## src/rtl/cpu_pkg.sv

```systemverilog
// Shared CPU definitions: datapath widths, reset vector default and the
// {pc, instr} entry that the fetch stage hands to decode.
package cpu_pkg;

  localparam int XLEN    = 32;
  localparam int INSTR_W = 32;

  localparam logic [XLEN-1:0] RESET_PC_DEFAULT = 32'h0000_0000;

  typedef struct packed {
    logic [XLEN-1:0]    pc;
    logic [INSTR_W-1:0] instr;
  } fetch_entry_t;

  // Instruction addresses are word aligned; the low two bits are discarded.
  function automatic logic [XLEN-1:0] align_word(input logic [XLEN-1:0] a);
    return a & ~XLEN'(3);
  endfunction

endpackage

```

## src/rtl/fetch_unit_if.sv

```systemverilog
// Bundle of the fetch stage's external channels: redirect input, instruction
// memory request/response, and the instruction stream toward decode.
interface fetch_unit_if;
  import cpu_pkg::*;

  // Handshakes: a transfer happens on a posedge where valid && ready are both
  // high; valid never waits for ready. The memory response has no ready and is
  // accepted on every posedge where imem_resp_valid is high.
  logic               redirect_valid;
  logic [XLEN-1:0]    redirect_pc;
  logic               imem_req_valid;
  logic               imem_req_ready;
  logic [XLEN-1:0]    imem_req_addr;
  logic               imem_resp_valid;
  logic [INSTR_W-1:0] imem_resp_data;
  logic               if_valid;
  logic               if_ready;
  logic [XLEN-1:0]    if_pc;
  logic [INSTR_W-1:0] if_instr;

  modport master (
    input  redirect_valid, redirect_pc,
    output imem_req_valid, imem_req_addr,
    input  imem_req_ready,
    input  imem_resp_valid, imem_resp_data,
    output if_valid, if_pc, if_instr,
    input  if_ready
  );

  modport slave (
    output redirect_valid, redirect_pc,
    input  imem_req_valid, imem_req_addr,
    output imem_req_ready,
    output imem_resp_valid, imem_resp_data,
    input  if_valid, if_pc, if_instr,
    output if_ready
  );

endinterface

```

## src/rtl/fetch_queue.sv

```systemverilog
// Two-entry synchronous FIFO with push, pop, flush, occupancy and head output.
// A push into a full queue is ignored unless a pop frees a slot that cycle.
module fetch_queue #(
  parameter int W = 32
) (
  input  logic         clk,
  input  logic         rst_n,
  input  logic         push,
  input  logic [W-1:0] push_data,
  input  logic         pop,
  input  logic         flush,
  output logic [1:0]   count,
  output logic [W-1:0] head
);

  logic [W-1:0] mem [2];
  logic         wr_ptr;
  logic         rd_ptr;
  logic [1:0]   cnt;
  logic         do_push;
  logic         do_pop;

  assign do_pop  = pop && (cnt != 2'd0);
  assign do_push = push && ((cnt != 2'd2) || do_pop);

  always_ff @(posedge clk) begin
    if (!rst_n) begin
      wr_ptr <= 1'b0;
      rd_ptr <= 1'b0;
      cnt    <= 2'd0;
      mem[0] <= '0;
      mem[1] <= '0;
    end else if (flush) begin
      wr_ptr <= 1'b0;
      rd_ptr <= 1'b0;
      cnt    <= 2'd0;
    end else begin
      if (do_push) begin
        mem[wr_ptr] <= push_data;
        wr_ptr      <= ~wr_ptr;
      end
      if (do_pop) begin
        rd_ptr <= ~rd_ptr;
      end
      cnt <= cnt + 2'(do_push) - 2'(do_pop);
    end
  end

  assign count = cnt;
  assign head  = mem[rd_ptr];

endmodule

```

## src/rtl/fetch_unit.sv

```systemverilog
// Instruction fetch stage: issues in-order word fetches, pairs responses with
// their addresses and buffers them for decode; a redirect squashes everything.
module fetch_unit
  import cpu_pkg::*;
#(
  parameter logic [XLEN-1:0] RESET_PC        = RESET_PC_DEFAULT,
  parameter int              MAX_OUTSTANDING = 2
) (
  input logic          clk,
  input logic          rst_n,
  fetch_unit_if.master bus
);

  localparam logic [2:0] MAX_CREDIT = 3'(MAX_OUTSTANDING);

  logic [XLEN-1:0] fetch_pc;
  logic [1:0]      outstanding;
  logic [1:0]      drop;
  logic [1:0]      pend_count;
  logic [XLEN-1:0] pend_head;
  logic [1:0]      out_count;
  fetch_entry_t    out_head;
  fetch_entry_t    out_push_entry;

  logic       redirect;
  logic       if_pop;
  logic [2:0] credit_used;
  logic       req_valid;
  logic       req_fire;
  logic       resp_take;
  logic       resp_drop;
  logic [2:0] drop_sum;

  assign redirect = bus.redirect_valid;
  assign if_pop   = bus.if_valid && bus.if_ready;

  // An entry leaving toward decode frees its credit in the same cycle, which
  // is what lets a 1-cycle memory sustain one instruction per cycle.
  assign credit_used = 3'(outstanding) + 3'(out_count) + 3'(drop) - 3'(if_pop);
  assign req_valid   = !redirect && (credit_used < MAX_CREDIT);
  assign req_fire    = req_valid && bus.imem_req_ready;

  assign resp_take = bus.imem_resp_valid && !redirect && (drop == 2'd0)
                     && (pend_count != 2'd0);
  assign resp_drop = bus.imem_resp_valid && !redirect && (drop != 2'd0);

  // Requests still in flight at a redirect become responses to discard.
  assign drop_sum = 3'(drop) + 3'(outstanding);

  always_ff @(posedge clk) begin
    if (!rst_n) begin
      fetch_pc    <= RESET_PC;
      outstanding <= 2'd0;
      drop        <= 2'd0;
    end else if (redirect) begin
      fetch_pc    <= align_word(bus.redirect_pc);
      outstanding <= 2'd0;
      if (bus.imem_resp_valid && (drop_sum != 3'd0)) begin
        drop <= 2'(drop_sum - 3'd1);
      end else begin
        drop <= 2'(drop_sum);
      end
    end else begin
      if (req_fire) begin
        fetch_pc <= fetch_pc + XLEN'(4);
      end
      outstanding <= outstanding + 2'(req_fire) - 2'(resp_take);
      drop        <= drop - 2'(resp_drop);
    end
  end

  fetch_queue #(.W(XLEN)) u_pending_q (
    .clk       (clk),
    .rst_n     (rst_n),
    .push      (req_fire),
    .push_data (fetch_pc),
    .pop       (resp_take),
    .flush     (redirect),
    .count     (pend_count),
    .head      (pend_head)
  );

  assign out_push_entry = '{pc: pend_head, instr: bus.imem_resp_data};

  fetch_queue #(.W($bits(fetch_entry_t))) u_out_q (
    .clk       (clk),
    .rst_n     (rst_n),
    .push      (resp_take),
    .push_data (out_push_entry),
    .pop       (if_pop),
    .flush     (redirect),
    .count     (out_count),
    .head      (out_head)
  );

  assign bus.imem_req_valid = req_valid;
  assign bus.imem_req_addr  = fetch_pc;
  assign bus.if_valid       = (out_count != 2'd0);
  assign bus.if_pc          = out_head.pc;
  assign bus.if_instr       = out_head.instr;

endmodule
```

## src/flat_wrapper.sv

```systemverilog
// flat-port wrapper written by rule: the top's interface ports become plain ports
module fetch_unit_flat import cpu_pkg::*;
#(
  parameter logic [XLEN-1:0] RESET_PC        = RESET_PC_DEFAULT,
  parameter int              MAX_OUTSTANDING = 2
)
  (clk, rst_n, bus_redirect_valid, bus_redirect_pc, bus_imem_req_valid, bus_imem_req_addr, bus_imem_req_ready, bus_imem_resp_valid, bus_imem_resp_data, bus_if_valid, bus_if_pc, bus_if_instr, bus_if_ready);
  fetch_unit_if bus_i ();
  input logic clk;
  input logic rst_n;
  input wire logic [$bits(bus_i.redirect_valid)-1:0] bus_redirect_valid;
  input wire logic [$bits(bus_i.redirect_pc)-1:0] bus_redirect_pc;
  output wire logic [$bits(bus_i.imem_req_valid)-1:0] bus_imem_req_valid;
  output wire logic [$bits(bus_i.imem_req_addr)-1:0] bus_imem_req_addr;
  input wire logic [$bits(bus_i.imem_req_ready)-1:0] bus_imem_req_ready;
  input wire logic [$bits(bus_i.imem_resp_valid)-1:0] bus_imem_resp_valid;
  input wire logic [$bits(bus_i.imem_resp_data)-1:0] bus_imem_resp_data;
  output wire logic [$bits(bus_i.if_valid)-1:0] bus_if_valid;
  output wire logic [$bits(bus_i.if_pc)-1:0] bus_if_pc;
  output wire logic [$bits(bus_i.if_instr)-1:0] bus_if_instr;
  input wire logic [$bits(bus_i.if_ready)-1:0] bus_if_ready;
  assign bus_i.redirect_valid = bus_redirect_valid;
  assign bus_i.redirect_pc = bus_redirect_pc;
  assign bus_imem_req_valid = bus_i.imem_req_valid;
  assign bus_imem_req_addr = bus_i.imem_req_addr;
  assign bus_i.imem_req_ready = bus_imem_req_ready;
  assign bus_i.imem_resp_valid = bus_imem_resp_valid;
  assign bus_i.imem_resp_data = bus_imem_resp_data;
  assign bus_if_valid = bus_i.if_valid;
  assign bus_if_pc = bus_i.if_pc;
  assign bus_if_instr = bus_i.if_instr;
  assign bus_i.if_ready = bus_if_ready;
  fetch_unit #(.RESET_PC(RESET_PC), .MAX_OUTSTANDING(MAX_OUTSTANDING)) u_core (.clk(clk), .rst_n(rst_n), .bus(bus_i));
endmodule
```

## config.mk

```make
export PLATFORM = sky130hd
export DESIGN_NAME = fetch_unit_flat
export DESIGN_NICKNAME = d
export VERILOG_FILES = /design/src/rtl/cpu_pkg.sv /design/src/rtl/fetch_unit_if.sv /design/src/rtl/fetch_queue.sv /design/src/rtl/fetch_unit.sv /design/src/flat_wrapper.sv
export SDC_FILE = /design/constraint.sdc
export NUM_CORES = 1
export LEC_CHECK = 0
export CORE_AREA = 2 2 187 189
export CTS_BUF_LIST = sky130_fd_sc_hd__clkbuf_8
export DETAILED_ROUTE_END_ITERATION = 10
export DIE_AREA = 0 0 189 191
export HOLD_SLACK_MARGIN = 0.08
export PLACE_DENSITY = 0.6
export SYNTH_ARGS = -nofsm -noshare
export SYNTH_HDL_FRONTEND = slang
export SYNTH_HIERARCHICAL = 1
export SYNTH_SLANG_ARGS = --single-unit
```

## constraint.sdc

```tcl
create_clock -name clk -period 8.05 [get_ports clk]
set_input_delay 1.2075 -clock clk [delete_from_list [all_inputs] [get_ports clk]]
set_output_delay 1.2075 -clock clk [all_outputs]
set_load 0.01 [all_outputs]
```

==> impl_results.md <==
* Post-route ant nets at 0
* Compound-Gate Fraction of Synth Area at 4.07%
* CTS buffer count at 43
* P_int at 2.08 mW
* # IOs at 168
* # rows at 68
* RSZ-0062 raised after global routing: no
* Max_cap viols at 0
* # clock sinks at 236
* Yosys warns at 6
* Area taken by multi-input logic gates at 4160 um^2
* Switching Share at 23.7%
* Mapped Cells at 853
* Cell variety after synth at 66
* Height of the chip at 191 um
* DR WL met3 at 1380 um
* Crit path kind: input port to register
* Crit share post-route at 64.8%
* Wire length on met1 at 11800 um
* Worst skew pair latency at 560 ps
* CP peak stage delay at 880 ps
* Worst setup EP type: register
* HPWL Detailed at 14900 um
* Uppermost layer routed: met4
* Post-CTS Setup Bufs at 0
* Largest net degree at the start of global routing at 67
* #FFs+latches synth at 236
* Cell Area, Synth at 11200 um^2
* Min Clock Period, post-route at 5220 ps
* Combinational power share at 9.3%
* Net switching power at 0.646 mW
* Post-synth EDFFs at 192
* Top post-synthesis cells by area: edfxtp_1 52%, and2_1 10%, mux2_2 10%
* I/O Buffers at 163
* Filler Cell Count at 3214
* Post-synth top flop: edfxtp_1
* Via Count at 7033
* Initial antenna violation count at 0
* Post-synthesis mux area share at 11.0%
* Gpl congestion at 0.768
* Drt first-iter violations at 364
* CP required at 8470 ps
* Nets@finish at 1110
* # DRC at 0
* Largest family of logic cells by synthesized area: simple AND/OR/NAND/NOR gates
* Reg clk slew, reported paths at 60 ps
* Area Overhead vs Synth at 25.1%
* Hold_ws at 517 ps
* Critical-path cell list: clkdlybuf4s50_1 -> and2_1 -> ha_1 -> inv_1 -> ha_1 -> a21o_1 -> ha_1 -> xnor3_1 -> or4b_1 -> inv_4 -> inv_1 -> nor3_4 -> and2_1
* Rel. slew slack at 21.4%
* Hold Crit Class: register to register
* Max Transition Viols Final at 0
* Sequential fraction of the synthesis area at 59.6%
* Gr ovfl total at 0
* Critical path peak fanout at 32
* Post-place setup slack at 2230 ps
* XOR/XNOR Fraction of Synth Area at 0.987%
* Actual slew at the worst max-slew pin at 1170 ps
* Top delay family on crit path: simple AND/OR/NAND/NOR gates
* Sequential power share at 51.4%
* Power per Cell Area at 195 nW/um^2
* Worst VDD drop at 90.0 uV
* Most frequent cell on the critical path: ha_1
* First-pass GRT wire length at 39200 um
* Fin Clk Skew at 19.1 ps
* Placeable Area at 34100 um^2
* TritonCTS clock tree: built
* # H-tree levels at 2
* Post-cts resize count at 0
* WL/cell at 16.6 um
* Tot Pwr at 2.73 mW
* GRT Total Usage at 13.8%
* Clk buf depth at 3
* Post-synth ARST share at 0%
* Die width at 189 um
* Die area at 36100 um^2
* Post-synthesis simple-gate area fraction at 18.9%
* Hold_buf cts at 0
* Ant. Diodes at 0
* WP buf/inv at 4
* Final WS setup at 2830 ps
* Total negative slack at 0 ps
* Final Routed Wirelength at 25000 um
* Initial Util at 32.7%
* Area share of fa/ha/maj cells after synthesis at 1.93%
* Crit path arrival time at 5640 ps
* Post-synth top area share at 51.7%
* Max stage delay cell, worst path: nor3_4
* Met2 WL at 11300 um
* Storage element area at 6650 um^2
* Static Leakage at 5.22 nW
* Layout cells sized above 1 at 18.4%
* Vias in the first global route at 7134
* Root buf cell: clkbuf_8
* Setup violators final at 0
* Status: finished, final reports clean
* Vias per cell at 4.66
* Startpoint Class: input port
* Fin util at 40.9%
* Hold Vio Cnt, Final at 0
* Fmax at 0.192 GHz
* Power share of the clock group at 39.2%
* Syn avg cell area at 13.1 um^2
* Largest area contributor in the netlist: edfxtp_1
* Router iterations before antenna repair at 4
synthesized netlist by cell type, drive strengths merged, types with 4 or more instances:
| cell | n |
|---|---|
| and2 | 198 |
| edfxtp | 192 |
| mux2 | 106 |
| dfxtp | 44 |
| buf | 26 |
| clkbuf | 25 |
| nand2 | 24 |
| a21oi | 23 |
| nor2 | 21 |
| inv | 20 |
| nand4 | 15 |
| ha | 14 |
| nand2b | 14 |
| nand3 | 14 |
| and3 | 10 |
| o21ai | 10 |
| a31oi | 8 |
| nor3 | 8 |
| o21a | 6 |
| and4 | 5 |
| xnor2 | 5 |
| xor2 | 5 |
| nand3b | 4 |
| nor4 | 4 |
final timing paths:
check,start,endpoint,slack (ps),cells after the start
worst max-delay path,bus_if_ready,u_core/u_pending_q/mem[1][20]$_SDFFCE_PN0P_,2830,13
worst min-delay path,u_core/u_pending_q/rd_ptr$_SDFFE_PP0N_,register,520,2
worst max register to register,u_core/u_out_q/count[0]$_SDFF_PP0_,u_core/u_pending_q/mem[1][20]$_SDFFCE_PN0P_,3190,13
worst min register to register,u_core/u_pending_q/rd_ptr$_SDFFE_PP0N_,register,520,2
registers in the layout, indices dropped and copies added (netlist names), named ones only:
name                       flops
u_core/bus.imem_req_addr      30
u_core/drop                    2
u_core/outstanding             2
u_core/u_out_q/count           2
u_core/u_out_q/mem           128
u_core/u_out_q/rd_ptr          1
u_core/u_out_q/wr_ptr          1
u_core/u_pending_q/count       2
u_core/u_pending_q/mem        64
u_core/u_pending_q/rd_ptr      1
u_core/u_pending_q/wr_ptr      1
worst reg2reg max path, cell delays in order (launching register included):
cell and delay (ps):
dfxtp_1 340, or2_2 330, and2_1 200, ha_1 270, inv_1 40, ha_1 260, a21o_1 180, ha_1 190
xnor3_1 340, or4b_1 820, inv_4 420, inv_1 190, nor3_4 880, and2_1 260
layer usage:
| layer | vias up | global-route usage, % |
|---|---|---|
| li1 | 3398 | - |
| met1 | 3373 | 18.6 |
| met2 | 219 | 21.8 |
| met3 | 43 | 3.10 |
| met4 | 0 | 5.08 |
| met5 | - | 0 |
stage by stage:
| stage | cells | area (um^2) |
|---|---|---|
| finish | 1509 | 14000 |
| global placement | 1434 | 13100 |
| CTS | 1509 | 14000 |
| floorplan | 858 | 11200 |
| detailed placement | 1434 | 13100 |
| global route | 1509 | 14000 |
cell type report:
| type | count | area share [%] |
|---|---|---|
| flip-flops and latches | 236 | 47.6 |
| well taps | 455 | 4.08 |
| clock buffers | 46 | 4.54 |
| repair buffers | 172 | 12.1 |
| multi-input cells | 551 | 29.8 |
| clock inverters | 29 | 1.22 |
| inverters | 20 | 0.556 |
kinds of logic after synthesis:
logic type,after synthesis
mux,109
fa+ha+maj,16
compound gates,71
flops,236
simple gates,338
other cells,1
buf+inv,71
xor+xnor,11
power groups by stage:
stage	combinational, mW	clock (mW)	sequential, mW
final	0.255	1.07	1.40
after global routing	0.280	1.16	1.41
after CTS	0.259	1.11	1.40
after detailed placement	0.257	0	1.43
after global placement	0.254	0	1.43
after floorplan	0.137	0	1.42
placed cells by master, fill, tap and decap left out, drive strengths merged, types with 4 or more instances in the layout:
cell           instances
and2                 198
edfxtp               192
clkdlybuf4s50        162
mux2                 106
clkbuf                46
dfxtp                 44
inv                   39
nand2                 24
a21oi                 23
nor2                  21
nand4                 15
nand3                 14
ha                    14
nand2b                14
and3                  10
o21ai                 10
buf                   10
a31oi                  8
nor3                   8
clkinv                 7
o21a                   6
conb                   6
and4                   5
xor2                   5
xnor2                  5
nand3b                 4
nor4                   4
Power figures use the tool's default switching activity.
